File: src/rtl/drum_pkg.sv
// Shared types and constants for the drum step sequencer.
package drum_pkg;

    typedef enum logic [1:0] {
        STOP,
        RUN,
        PAUSE
    } seq_state_t;

    localparam int MIN_PERIOD = 2;
    localparam int DEF_NUM_VOICES = 4;
    localparam int DEF_NUM_STEPS = 16;

endpackage

File: src/rtl/drum_step_sequencer_step_timer.sv
// Step timer: latches the step length at each step start and counts ticks.
// Swing timing is present when DRUM_SEQ_SWING_EN is defined.
import drum_pkg::*;

module step_timer #(
    parameter int PERIOD_W = 24
) (
    input  logic                clk,
    input  logic                rst,
    input  logic                load,
    input  logic                halt,
    input  logic [PERIOD_W-1:0] step_period,
`ifdef DRUM_SEQ_SWING_EN
    input  logic [PERIOD_W-1:0] swing,
    input  logic                step_odd,
`endif
    output logic                step_pulse,
    output logic                wrap
);

    localparam logic [PERIOD_W-1:0] MINP = PERIOD_W'(MIN_PERIOD);

    logic [PERIOD_W-1:0] base;
    logic [PERIOD_W-1:0] eff;
    logic [PERIOD_W-1:0] period_q;
    logic [PERIOD_W-1:0] tick_cnt;
    logic                active;
`ifdef DRUM_SEQ_SWING_EN
    logic [PERIOD_W:0]   sum;
    logic [PERIOD_W:0]   floor_p;
`endif

    always_comb begin
        base = (step_period < MINP) ? MINP : step_period;
`ifdef DRUM_SEQ_SWING_EN
        sum = {1'b0, base} + {1'b0, swing};
        floor_p = {1'b0, swing} + (PERIOD_W+1)'(MIN_PERIOD);
        // even steps stretch (saturating), odd steps shrink to no less than MINP
        if (!step_odd) begin
            eff = sum[PERIOD_W] ? '1 : sum[PERIOD_W-1:0];
        end else if ({1'b0, base} < floor_p) begin
            eff = MINP;
        end else begin
            eff = base - swing;
        end
`else
        eff = base;
`endif
    end

    assign wrap = active && (tick_cnt == period_q - 1'b1);

    always_ff @(posedge clk) begin
        if (rst || halt) begin
            tick_cnt   <= '0;
            step_pulse <= 1'b0;
            active     <= 1'b0;
            if (rst) begin
                period_q <= MINP;
            end
        end else if (load) begin
            tick_cnt   <= '0;
            step_pulse <= 1'b1;
            active     <= 1'b1;
            period_q   <= eff;
        end else begin
            step_pulse <= 1'b0;
            if (active) begin
                tick_cnt <= tick_cnt + 1'b1;
            end
        end
    end

endmodule

File: src/rtl/drum_step_sequencer.sv
// Pattern-driven drum step sequencer producing retriggered voice gates.
// Optional swing timing: define DRUM_SEQ_SWING_EN.
import drum_pkg::*;

module drum_step_sequencer #(
    parameter int NUM_VOICES = DEF_NUM_VOICES,
    parameter int NUM_STEPS  = DEF_NUM_STEPS,
    parameter int PERIOD_W   = 24,
    localparam int VW = $clog2(NUM_VOICES),
    localparam int SW = $clog2(NUM_STEPS)
) (
    input  logic                  clk,
    input  logic                  rst,
    input  logic                  start,
    input  logic                  stop,
    input  logic                  pause,
    input  logic [PERIOD_W-1:0]   step_period,
`ifdef DRUM_SEQ_SWING_EN
    input  logic [PERIOD_W-1:0]   swing,
`endif
    input  logic                  wr_en,
    input  logic [VW-1:0]         wr_voice,
    input  logic [SW-1:0]         wr_step,
    input  logic                  wr_data,
    output logic [NUM_VOICES-1:0] voice_en,
    output logic [SW-1:0]         step_idx,
    output logic                  step_pulse,
    output logic                  running
);

    seq_state_t state;

    logic [NUM_VOICES-1:0] pattern [NUM_STEPS];
    logic [NUM_VOICES-1:0] hit;
    logic                  halt;
    logic                  go;
    logic                  wrap;
    logic                  load;
    logic [SW-1:0]         load_idx;

    // stop outranks pause, which outranks start
    always_comb begin
        halt = 1'b0;
        go   = 1'b0;
        unique case (state)
            STOP: go = start & ~stop & ~pause;
            RUN: halt = stop | pause;
            PAUSE: begin
                halt = stop;
                go   = start & ~stop & ~pause;
            end
            default: ;
        endcase
    end

    assign load     = go | (wrap & ~halt);
    assign load_idx = go ? step_idx : step_idx + 1'b1;
    assign running  = (state == RUN);

    step_timer #(
        .PERIOD_W(PERIOD_W)
    ) u_timer (
        .clk        (clk),
        .rst        (rst),
        .load       (load),
        .halt       (halt),
        .step_period(step_period),
`ifdef DRUM_SEQ_SWING_EN
        .swing      (swing),
        .step_odd   (load_idx[0]),
`endif
        .step_pulse (step_pulse),
        .wrap       (wrap)
    );

    always_ff @(posedge clk) begin
        if (rst) begin
            state    <= STOP;
            step_idx <= '0;
            hit      <= '0;
            voice_en <= '0;
            for (int s = 0; s < NUM_STEPS; s++) begin
                pattern[s] <= '0;
            end
        end else begin
            if (wr_en) begin
                pattern[wr_step][wr_voice] <= wr_data;
            end
            // hit latch reads the pre-write pattern; gates drop for the gap cycle
            if (load) begin
                state    <= RUN;
                step_idx <= load_idx;
                hit      <= pattern[load_idx];
                voice_en <= '0;
            end else if (halt) begin
                voice_en <= '0;
                if (stop) begin
                    state    <= STOP;
                    step_idx <= '0;
                end else begin
                    state <= PAUSE;
                end
            end else if (state == RUN) begin
                voice_en <= hit;
            end
        end
    end

endmodule

File: config.mk
export PLATFORM = sky130hd
export DESIGN_NAME = drum_step_sequencer
export DESIGN_NICKNAME = d
export VERILOG_FILES = /design/src/rtl/drum_pkg.sv /design/src/rtl/drum_step_sequencer_step_timer.sv /design/src/rtl/drum_step_sequencer.sv
export SDC_FILE = /design/constraint.sdc
export NUM_CORES = 1
export LEC_CHECK = 0
export ABC_AREA = 1
export CAP_MARGIN = 20
export CELL_PAD_IN_SITES_DETAIL_PLACEMENT = 0
export CELL_PAD_IN_SITES_GLOBAL_PLACEMENT = 1
export CORE_MARGIN = 5
export CORE_UTILIZATION = 44
export DETAILED_ROUTE_END_ITERATION = 16
export GPL_ROUTABILITY_DRIVEN = 0
export GPL_TIMING_DRIVEN = 0
export HOLD_SLACK_MARGIN = 0.05
export PLACE_DENSITY_LB_ADDON = 0.1
export SYNTH_ARGS = -nofsm -noshare
export SYNTH_HDL_FRONTEND = slang
export SYNTH_SLANG_ARGS = --single-unit
File: constraint.sdc
create_clock -name clk -period 3.6 [get_ports clk]
set_input_delay 0.54 -clock clk [delete_from_list [all_inputs] [get_ports clk]]
set_output_delay 0.54 -clock clk [all_outputs]
set_load 0.01 [all_outputs]
==> summary.md <==
| Metric | Value |
|---|---|
| Die area | `0.0197 mm2` |
| Worst hold margin | `506 ps` |
| Hold Path Class | `reg2reg` |
| VDD IR max | `0.340 mV` |
| Cts hold-fix bufs | `0` |
| Routed WL | `20.5 mm` |
| Initial core utilization | `44.9%` |
| Cts bufs inserted | `17` |
| Pre-Repair DR Iteration Count | `5` |
| PostCTS Resize Cnt | `0` |
| Max frequency | `331 MHz` |
| GRT overflow | `0` |
| Grt met1 use | `25.7%` |
| RSZ-0062 raised after global routing | `false` |
| Grt peak-use layer | `met2` |
| Finished Cell Area | `0.00876 mm2` |
| Syn nets | `1,045` |
| Cell area after synthesis | `0.00748 mm2` |
| Grt met3 use | `4.02%` |
| Synthesized area per cell | `7.46 um2` |
| Gr usage total | `21.5%` |
| Placement-stage cell area | `0.00822 mm2` |
| Sequential share of power | `45.4%` |
| Sequential cell area fraction in the yosys report | `46.0%` |
| Syn Inst Count | `1,002` |
| CTS clock-pin slew for the worst setup and hold paths | `60 ps` |
| Share of layout cells above drive strength 1 | `6.77%` |
| Data required time of the critical path | `3650 ps` |
| Setup WS post-layout | `574 ps` |
| GR Util met2 | `38.4%` |
| Post-layout min period | `3030 ps` |
| Clock Path Buffers | `2` |
| Skew final | `10.6 ps` |
| Total power | `3.72 mW` |
| Yosys warns | `0` |
| Clk Latency, worst-skew pair | `420 ps` |
| Layout Nets | `1,110` |
| Critical path class | `reg2reg` |
| FF+latch count, synth | `128` |
| Vias in the first global route | `6,368` |
| Finished Core Util | `52.7%` |
| Period utilization | `84.0%` |
| Max-cap viol count | `0` |
| Vias post-DR | `6,564` |
| Port-buffer cells | `46` |
| Gate power share | `11.3%` |
| Antenna Violating Nets Remaining | `0` |
| Cell Count, Final, Fillers Out | `1,299` |
| Diode count | `0` |
| Final Max Tran Viols | `0` |
| Number of cells after detailed placement | `1,268` |
| Root Driver | `clkbuf_16` |
| P_int | `2.74 mW` |
| Synth cell types | `37` |
| HP Start | `hit[3]$_SDFFE_PP0P_` |
| RR Startpoint | `u_timer.period_q[0]$_SDFFCE_PP0P_` |
| DP Worst Slack | `152 ps` |
| Ports | `47` |
| Core area | `0.0166 mm2` |
| Clock network power share | `43.3%` |
| P_leak | `3.63 nW` |
| Sw Ratio | `26.4%` |
| Crit end category | `flop` |
| Area delta synth->final | `17.1%` |
| TritonCTS clock tree | `built` |
| Worst slew pin tran | `1010 ps` |
| Largest net degree at the start of global routing | `25` |
| Drt initial violations | `620` |
| Psw | `983 uW` |
| Setup Viol. Count Final | `0` |
| Slew HR | `32.4%` |
| DR WL/cell | `15.7 um` |
| Global-route wire length before repair | `33.4 mm` |
| Crit path DAT | `3080 ps` |
| Row count | `47` |
| Overall die height | `140 um` |
| Max FO, Critical Path | `24` |
| Final Hold Vio Count | `0` |
| DRC | `0` |
| Die Wd | `140 um` |
| Power density over the cells | `424 mW/mm2` |
| Post-CTS Setup Inserts | `0` |
| # clock sinks | `128` |
| Critical path origin | `u_timer.period_q[0]$_SDFFCE_PP0P_` |
| TNS Setup | `0 ps` |
| Initial antenna violation count | `0` |
| DR vias/cell | `5.05` |
| Status | `completed` |
| Worst Setup Start Kind | `flop` |
| DP HPWL | `15.8 mm` |
| H-tree Lvls | `4` |
## layout make-up
type / instances / area, um2
fillers: 1646 / 7880
flip-flops and latches: 128 / 3440
multi-input cells: 723 / 3430
repair buffers: 46 / 460
inverters: 115 / 434
clock buffers: 18 / 429
well taps: 220 / 275
plain buffers: 36 / 174
clock inverters: 13 / 115
## Yosys cell counts
cell / n / area, um2
nand2_1: 311 / 1170
nor2_1: 190 / 713
inv_1: 108 / 405
edfxtp_1: 88 / 2640
nand3_1: 58 / 290
dfxtp_1: 40 / 801
clkbuf_1: 24 / 90.1
o211ai_1: 21 / 158
nand4_1: 20 / 125
xnor2_1: 20 / 175
xor2_1: 20 / 175
nor2_2: 15 / 93.8
o21ai_0: 15 / 75.1
nor3_1: 11 / 55.1
a21oi_1: 7 / 35.0
buf_2: 6 / 30.0
ha_1: 6 / 75.1
nand2_2: 5 / 31.3
nand3b_1: 5 / 37.5
nor4_1: 5 / 31.3
clkinv_1: 3 / 11.3
inv_2: 3 / 11.3
mux2i_1: 3 / 30.0
nor2_4: 3 / 33.8
buf_1: 2 / 7.51
buf_4: 2 / 15.0
buf_12: 1 / 20.0
buf_6: 1 / 11.3
inv_4: 1 / 6.26
nand2_4: 1 / 11.3
nand2_8: 1 / 20.0
nand3_4: 1 / 17.5
o21ai_2: 1 / 8.76
or2_2: 1 / 6.26
xnor3_1: 1 / 22.5
xor2_2: 1 / 16.3
xor3_1: 1 / 23.8
## critical path: stages, from the launching register on
cell,delay (ps)
edfxtp_1,510
inv_2,170
ha_1,220
nand2_2,120
nor2_4,260
nand2_2,100
nand2_1,80
nand2_1,50
clkinv_1,40
nand2_1,40
nor2_1,130
nand2_1,80
nor2_2,130
nand3_4,140
nand2_4,100
inv_4,70
nand2_2,410
## per-layer routing
layer,share of wire (%),up-vias
met4,2.8,0
met5,0,-
met2,52,187
met3,4.1,37
met1,42,3022
li1,-,3318
## registers in the layout, indices dropped and copies added, names as in the netlist, 2 cells and up
name and count:
pattern 64, u_timer.period_q 24, u_timer.tick_cnt 24, hit 4, step_idx 4, voice_en 4, state 2
## cell families after synthesis
family | count (synthesis) | synth area share (%)
compound gates | 44 | 3.70
xor+xnor | 43 | 5.52
fa+ha+maj | 6 | 1.00
buf+inv | 151 | 8.13
flops | 128 | 46.0
mux | 3 | 0.401
simple gates | 627 | 35.2
## worst paths after layout
kind              slack, ps                            endpoint  cells after the start
setup / recovery        570  u_timer.period_q[10]$_SDFFCE_PP0P_                     16
hold / removal          510                 hit[3]$_SDFFE_PP0P_                      2
setup reg to reg        570  u_timer.period_q[10]$_SDFFCE_PP0P_                     16
hold reg to reg         510                 hit[3]$_SDFFE_PP0P_                      2
## placed cells by master (no fill, tap or decap), types with 2 or more instances in the layout
| master | n |
|---|---|
| xnor2_1 | 20 |
| dfxtp_1 | 40 |
| clkinv_2 | 3 |
| nor2_4 | 3 |
| ha_1 | 6 |
| o21ai_0 | 15 |
| o211ai_1 | 21 |
| clkinv_4 | 3 |
| nor2_2 | 15 |
| a21oi_1 | 7 |
| buf_1 | 2 |
| clkinvlp_4 | 3 |
| inv_2 | 3 |
| nand4_1 | 20 |
| xor2_1 | 20 |
| nor3_1 | 11 |
| nor4_1 | 5 |
| clkinv_1 | 4 |
| nand2_2 | 6 |
| edfxtp_1 | 88 |
| clkdlybuf4s50_1 | 46 |
| inv_1 | 108 |
| nand3b_1 | 5 |
| clkbuf_16 | 17 |
| nand3_1 | 58 |
| nor2_1 | 190 |
| nand2_1 | 310 |
| clkbuf_1 | 25 |
| inv_6 | 2 |
| buf_2 | 6 |
| buf_4 | 2 |
| mux2i_1 | 3 |
## power groups by stage
stage          Sequential [mW]  Combinational (mW)  Clock (mW)
4_1_cts                   1.69               0.422        1.64
6_report                  1.69               0.420        1.61
3_3_place_gp              1.72               0.419           0
5_1_grt                   1.69               0.474        1.71
2_1_floorplan             1.70               0.275           0
3_5_place_dp              1.72               0.420           0
No activity file was read; power rests on OpenSTA's default activity.
